<file path="src/rtl/axis_slav_demux.sv">
// axis_slav_demux: fans one AXI-Stream input out to pNUM_UP user-project
// channels. The destination is locked for the whole packet. Beats aimed at a
// non-existent project are accepted, discarded and counted. A registered
// 2-entry skid buffer lets a registered s_tready still sustain one beat per
// cycle.
module axis_slav_demux #(
    parameter int pNUM_UP                      = 4,
    parameter int pDATA_WIDTH                  = 32,
    parameter int pUSER_PROJECT_SIDEBAND_WIDTH = 5,
    parameter int pSEL_WIDTH                   = 5
) (
    input  logic                                    axis_clk,
    input  logic                                    axis_rst_n,
    input  logic [pSEL_WIDTH-1:0]                   user_prj_sel,
    input  logic                                    s_tvalid,
    input  logic [pDATA_WIDTH-1:0]                  s_tdata,
    input  logic [1:0]                              s_tuser,
    input  logic [pUSER_PROJECT_SIDEBAND_WIDTH-1:0] s_tupsb,
    input  logic [pDATA_WIDTH/8-1:0]                s_tstrb,
    input  logic [pDATA_WIDTH/8-1:0]                s_tkeep,
    input  logic                                    s_tlast,
    output logic                                    s_tready,
    output logic [pNUM_UP-1:0]                      ss_tvalid,
    input  logic [pNUM_UP-1:0]                      ss_tready,
    output logic [pDATA_WIDTH-1:0]                  ss_tdata,
    output logic [1:0]                              ss_tuser,
    output logic [pUSER_PROJECT_SIDEBAND_WIDTH-1:0] ss_tupsb,
    output logic [pDATA_WIDTH/8-1:0]                ss_tstrb,
    output logic [pDATA_WIDTH/8-1:0]                ss_tkeep,
    output logic                                    ss_tlast,
    output logic [15:0]                             drop_cnt
);

    localparam int STRB_W = pDATA_WIDTH / 8;
    // Project count widened by one bit so 32 projects with a 5-bit select still fits.
    localparam logic [pSEL_WIDTH:0] NUM_UP_EXT = (pSEL_WIDTH + 1)'(pNUM_UP);

    typedef struct packed {
        logic [pDATA_WIDTH-1:0]                  data;
        logic [pUSER_PROJECT_SIDEBAND_WIDTH-1:0] upsb;
        logic [STRB_W-1:0]                       strb;
        logic [STRB_W-1:0]                       keep;
        logic                                    last;
        logic [pSEL_WIDTH-1:0]                   dest;
    } entry_t;

    typedef enum logic {
        ST_IDLE   = 1'b0,
        ST_IN_PKT = 1'b1
    } pkt_state_e;

    pkt_state_e            state_q, state_d;
    logic [pSEL_WIDTH-1:0] lock_sel_q, lock_sel_d;
    entry_t                buf_q [2];
    entry_t                buf_d [2];
    logic                  rd_ptr_q, rd_ptr_d;
    logic                  wr_ptr_q, wr_ptr_d;
    logic [1:0]            count_q, count_d;
    logic                  s_tready_q, s_tready_d;
    logic [15:0]           drop_cnt_q, drop_cnt_d;

    logic                  accept;
    logic                  dest_valid;
    logic                  push;
    logic                  pop;
    logic [pSEL_WIDTH-1:0] dest;
    entry_t                head;
    logic [pNUM_UP-1:0]    valid_vec;

    // s_tuser is deliberately dropped; reduce it so it is not left dangling.
    logic unused_tuser;
    assign unused_tuser = ^s_tuser;

    assign accept     = s_tvalid & s_tready_q;
    assign dest_valid = {1'b0, dest} < NUM_UP_EXT;
    assign push       = accept & dest_valid;
    assign head       = buf_q[rd_ptr_q];

    // Packet lock: the first beat picks the destination, later beats reuse it until tlast.
    always_comb begin
        state_d    = state_q;
        lock_sel_d = lock_sel_q;
        dest       = lock_sel_q;
        case (state_q)
            ST_IDLE: begin
                dest = user_prj_sel;
                if (accept) begin
                    lock_sel_d = user_prj_sel;
                    if (!s_tlast) begin
                        state_d = ST_IN_PKT;
                    end
                end
            end
            ST_IN_PKT: begin
                dest = lock_sel_q;
                if (accept && s_tlast) begin
                    state_d = ST_IDLE;
                end
            end
            default: begin
                state_d = ST_IDLE;
            end
        endcase
    end

    // One-hot valid toward the channel named by the head entry.
    always_comb begin
        valid_vec = '0;
        for (int i = 0; i < pNUM_UP; i++) begin
            valid_vec[i] = (count_q != 2'd0) && (head.dest == pSEL_WIDTH'(i));
        end
    end

    assign pop = |(valid_vec & ss_tready);

    // Skid buffer bookkeeping; s_tready looks at the occupancy after this cycle.
    always_comb begin
        buf_d    = buf_q;
        wr_ptr_d = wr_ptr_q;
        rd_ptr_d = rd_ptr_q;
        count_d  = count_q;
        if (push) begin
            buf_d[wr_ptr_q].data = s_tdata;
            buf_d[wr_ptr_q].upsb = s_tupsb;
            buf_d[wr_ptr_q].strb = s_tstrb;
            buf_d[wr_ptr_q].keep = s_tkeep;
            buf_d[wr_ptr_q].last = s_tlast;
            buf_d[wr_ptr_q].dest = dest;
            wr_ptr_d             = ~wr_ptr_q;
        end
        if (pop) begin
            rd_ptr_d = ~rd_ptr_q;
        end
        case ({push, pop})
            2'b10:   count_d = count_q + 2'd1;
            2'b01:   count_d = count_q - 2'd1;
            default: count_d = count_q;
        endcase
        s_tready_d = (count_d < 2'd2);
    end

    // Saturating count of beats discarded for a non-existent project.
    always_comb begin
        drop_cnt_d = drop_cnt_q;
        if (accept && !dest_valid && (drop_cnt_q != 16'hFFFF)) begin
            drop_cnt_d = drop_cnt_q + 16'd1;
        end
    end

    // State registers; reset flushes the buffer and forgets any partial packet.
    always_ff @(posedge axis_clk or negedge axis_rst_n) begin
        if (!axis_rst_n) begin
            state_q    <= ST_IDLE;
            lock_sel_q <= '0;
            buf_q[0]   <= '0;
            buf_q[1]   <= '0;
            rd_ptr_q   <= 1'b0;
            wr_ptr_q   <= 1'b0;
            count_q    <= 2'd0;
            s_tready_q <= 1'b0;
            drop_cnt_q <= 16'd0;
        end else begin
            state_q    <= state_d;
            lock_sel_q <= lock_sel_d;
            buf_q[0]   <= buf_d[0];
            buf_q[1]   <= buf_d[1];
            rd_ptr_q   <= rd_ptr_d;
            wr_ptr_q   <= wr_ptr_d;
            count_q    <= count_d;
            s_tready_q <= s_tready_d;
            drop_cnt_q <= drop_cnt_d;
        end
    end

    assign s_tready  = s_tready_q;
    assign ss_tvalid = valid_vec;
    assign ss_tdata  = head.data;
    assign ss_tuser  = 2'b00;
    assign ss_tupsb  = head.upsb;
    assign ss_tstrb  = head.strb;
    assign ss_tkeep  = head.keep;
    assign ss_tlast  = head.last;
    assign drop_cnt  = drop_cnt_q;

endmodule

</file>
<file path="config.mk">
export PLATFORM = sky130hd
export DESIGN_NAME = axis_slav_demux
export DESIGN_NICKNAME = d
export VERILOG_FILES = /design/src/rtl/axis_slav_demux.sv
export SDC_FILE = /design/constraint.sdc
export NUM_CORES = 1
export LEC_CHECK = 0
export CAP_MARGIN = 20
export CORE_ASPECT_RATIO = 1.25
export CORE_UTILIZATION = 40
export CTS_CLUSTER_SIZE = 20
export DETAILED_ROUTE_END_ITERATION = 16
export DONT_BUFFER_PORTS = 1
export PLACE_DENSITY = 0.62
export REMOVE_ABC_BUFFERS = 1
export SLEW_MARGIN = 20
export SYNTH_ARGS = -nofsm -noshare
export SYNTH_HDL_FRONTEND = slang
export SYNTH_SLANG_ARGS = --single-unit
</file>
<file path="constraint.sdc">
create_clock -name axis_clk -period 3 [get_ports axis_clk]
set_input_delay 0.3 -clock axis_clk [delete_from_list [all_inputs] [get_ports axis_clk]]
set_output_delay 0.3 -clock axis_clk [all_outputs]
set_load 0.01 [all_outputs]
</file>
==> impl_metrics.csv <==
group,metric,value,unit
clock_network,clk_pin_slew,0.06,ns
logic_synthesis,synth_area,5930,um^2
sta,worst_pin_slew,0.540,ns
routing,drc,0,
clock_network,ctsHoldBuffers,26,
clock_network,htreeDepth,4,
run_status,violations,"hold timing",
routing,drtIter0Drc,105,
die,die_area,15300,um^2
setup_path,crit_arrival,2.31,ns
sta,finalClockSkew,0.00466,ns
logic_synthesis,yosys_warnings,0,
pwr,vdd_ir_drop_max,0.555,mV
sta,hold_violations,129,
logic_synthesis,yosys-top-cells-area,"dfrtp_1 54%, mux2_4 11%, mux2_2 11%",
clock_network,clock_latency,0.41,ns
sta,max_freq,383,MHz
logic_synthesis,yosys_register_bits,129,
logic_synthesis,synth.yosys.seq_area_share,54.4,%
sta,fin_hold_ws,-0.423,ns
grt,overflow,0,
clock_network,cts_tree,"yes",
pwr,finalPower,7.46,mW
clock_network,clock-sinks,129,
clock_network,cts_buffers,17,
finish,nets,488,
finish,drive_gt1_share,34.2,%
setup_path,r2r_start,"rd_ptr_q",
logic_synthesis,synth_cell_types,39,
placed_design,numPortBuffers,0,
routing,vias_per_cell,5.15,
flow_run,max_cap_viol_count,0,
die,start_util,41.2,%
die,fp-row-count,49,
routing,drtAntennaViolNets,0,
sta,drv_slew,0,
logic_synthesis,synth_edf_count,0,
finish,design_area,6890,um^2
logic_synthesis,yosys.area.top_type,"dfrtp_1",
finish,fin_util,47.8,%
setup_path,reg2reg_to,"s_tready",
die,fp.coreArea,14400,um^2
setup_path,crit_fanout,28,
placed_design,detailed_place.area,6010,um^2
routing,vias,3180,
grt,grt_usage,15.9,%
sta,rsz0062_at_grt,"false",
finish,fin_cells,617,
placed_design,dp_hpwl,7010,um
sta,tns,0,ns
setup_path,reg2reg_setup_slack,0.58,ns
logic_synthesis,synth.most_common_cell,"dfrtp_1",
setup_path,crit_path_end_kind,"output pin",
sta,fin_crit_sh,86.9,%
grt,grt_antenna_before_repair,0,
pwr,p_leak,3.13,nW
logic_synthesis,syn_inst,396,
logic_synthesis,synthFlopType,"dfrtp_1",
setup_path,critPathRequiredTime,2.70,ns
setup_path,start_kind,"flip-flop",
logic_synthesis,postSynthAreaPerCell,15.0,um^2
finish,n_antenna_cell,0,
routing,dr.pass1.iters,4,
routing,routed_wl,11000,um
min_path,worstHoldPathType,"in -> async",
routing,routedWlPerCell,17.9,um
logic_synthesis,async_flop_share,100,%
grt,grt_max_degree,130,
grt,grt_pass1_vias,3539,
clock_network,post_cts_buffers,0,
logic_synthesis,synth_top_area_share,54.4,%
placed_design,place_congestion,0.709,
setup_path,rr_worst_depth,7,
sta,fin_crit,2.61,ns
die,io_pins,129,
grt,grt_first_pass_wirelength,18900,um
clock_network,clockBufferDepth,2,
finish,area_growth,16.1,%
die,die_y,138,um
clock_network,cts-root-buf,"clkbuf_16",
clock_network,postCtsResizedCells,0,
setup_path,critPathKind,"reg -> out",
run_status,status,"finished with violations",
logic_synthesis,synthTopCellsByCount,"129 x dfrtp_1, 58 x mux2_2, 44 x mux2_4",
sta,relSlewSlack,64.0,%
pwr,power_density,1080,nW/um^2
sta,setup_violations,0,
placed_design,placedCellCount,558,
die,dieWidth,111,um
per-layer routing:
metal / vias up / track usage (%) / routed length, um
li1: 1453 / - / -
met1: 1634 / 18.0 / 4410
met2: 78 / 27.1 / 5900
met3: 15 / 5.26 / 519
met4: 0 / 6.95 / 204
met5: - / 0 / 0
power breakdown:
part | total [mW] | internal [mW] | leakage, nW | switching (mW)
sequential | 3.04 | 2.52 | 1.64 | 0.521
combinational | 2.33 | 1.33 | 1.21 | 1.00
clock | 2.09 | 1.32 | 0.284 | 0.764
total | 7.46 | 5.17 | 3.13 | 2.29
critical path, stage by stage (launching register included):
cell	delay [ns]
dfrtp_2	0.62
buf_4	0.45
a21oi_1	0.17
or3_1	0.44
nor2_1	0.22
flip-flops by register name, summed over array words and instances (netlist names), named ones only:
register	cells
drop_cnt	16
lock_sel_q	5
wr_ptr_q	1
count_q	1
s_tready	1
buf_q	102
rd_ptr_q	1
kinds of logic (layout without fill, tap and decap cells):
group | count (synthesis) | count (layout) | synth area share, %
simple gates | 63 | 63 | 6.10
xor+xnor | 20 | 20 | 2.95
other cells | 1 | 2 | 0.0632
compound gates | 8 | 8 | 0.970
buf+inv | 23 | 65 | 3.67
mux | 150 | 150 | 31.4
fa+ha+maj | 2 | 2 | 0.422
flops | 129 | 129 | 54.4
worst max path at each step:
stage | end | cells past startpoint | from
global placement | s_tready | 7 | rd_ptr_q
finish | ss_tvalid[1] | 4 | rd_ptr_q
CTS | ss_tvalid[3] | 4 | rd_ptr_q
floorplan | buf_q[56] | 4 | flip-flop
global route | ss_tvalid[3] | 4 | rd_ptr_q
detailed placement | s_tready | 7 | rd_ptr_q
stage by stage:
stage          worst slack (ns)  hold slack [ns]
2_1_floorplan             -1.43          0.00441
3_3_place_gp              0.575          0.00696
3_5_place_dp              0.567          0.00675
4_1_cts                   0.326           -0.447
5_1_grt                   0.240           -0.451
6_report                  0.392           -0.423
final cells by class:
cell class,instances,area [um^2]
well taps,178,223
flip-flops and latches,129,3230
inverters,1,3.75
multi-input cells,245,2490
clock inverters,14,165
repair buffers,32,333
clock buffers,18,439
fillers,1276,7520
placed cells by master, fill, tap and decap left out, types with 2 or more instances in the layout:
master,Yosys,final
xor2_1,8,8
nor2b_1,3,3
ha_1,2,2
nand2_1,12,12
buf_4,2,3
nand3_1,5,5
and2_1,4,4
mux2_1,43,43
clkinvlp_4,0,5
mux2_2,58,58
dlygate4sd3_1,0,27
o21ai_0,3,3
nand4_1,6,6
clkinv_4,0,2
nor3_1,4,4
xnor2_1,12,12
bufinv_16,0,3
conb_1,1,2
mux2_4,44,44
mux2i_1,4,4
buf_12,4,2
a21oi_1,3,3
nor4_1,2,2
clkbuf_16,0,17
clkinv_2,0,4
nor2_1,17,17
dfrtp_1,129,128
Power figures use the tool's default switching activity.
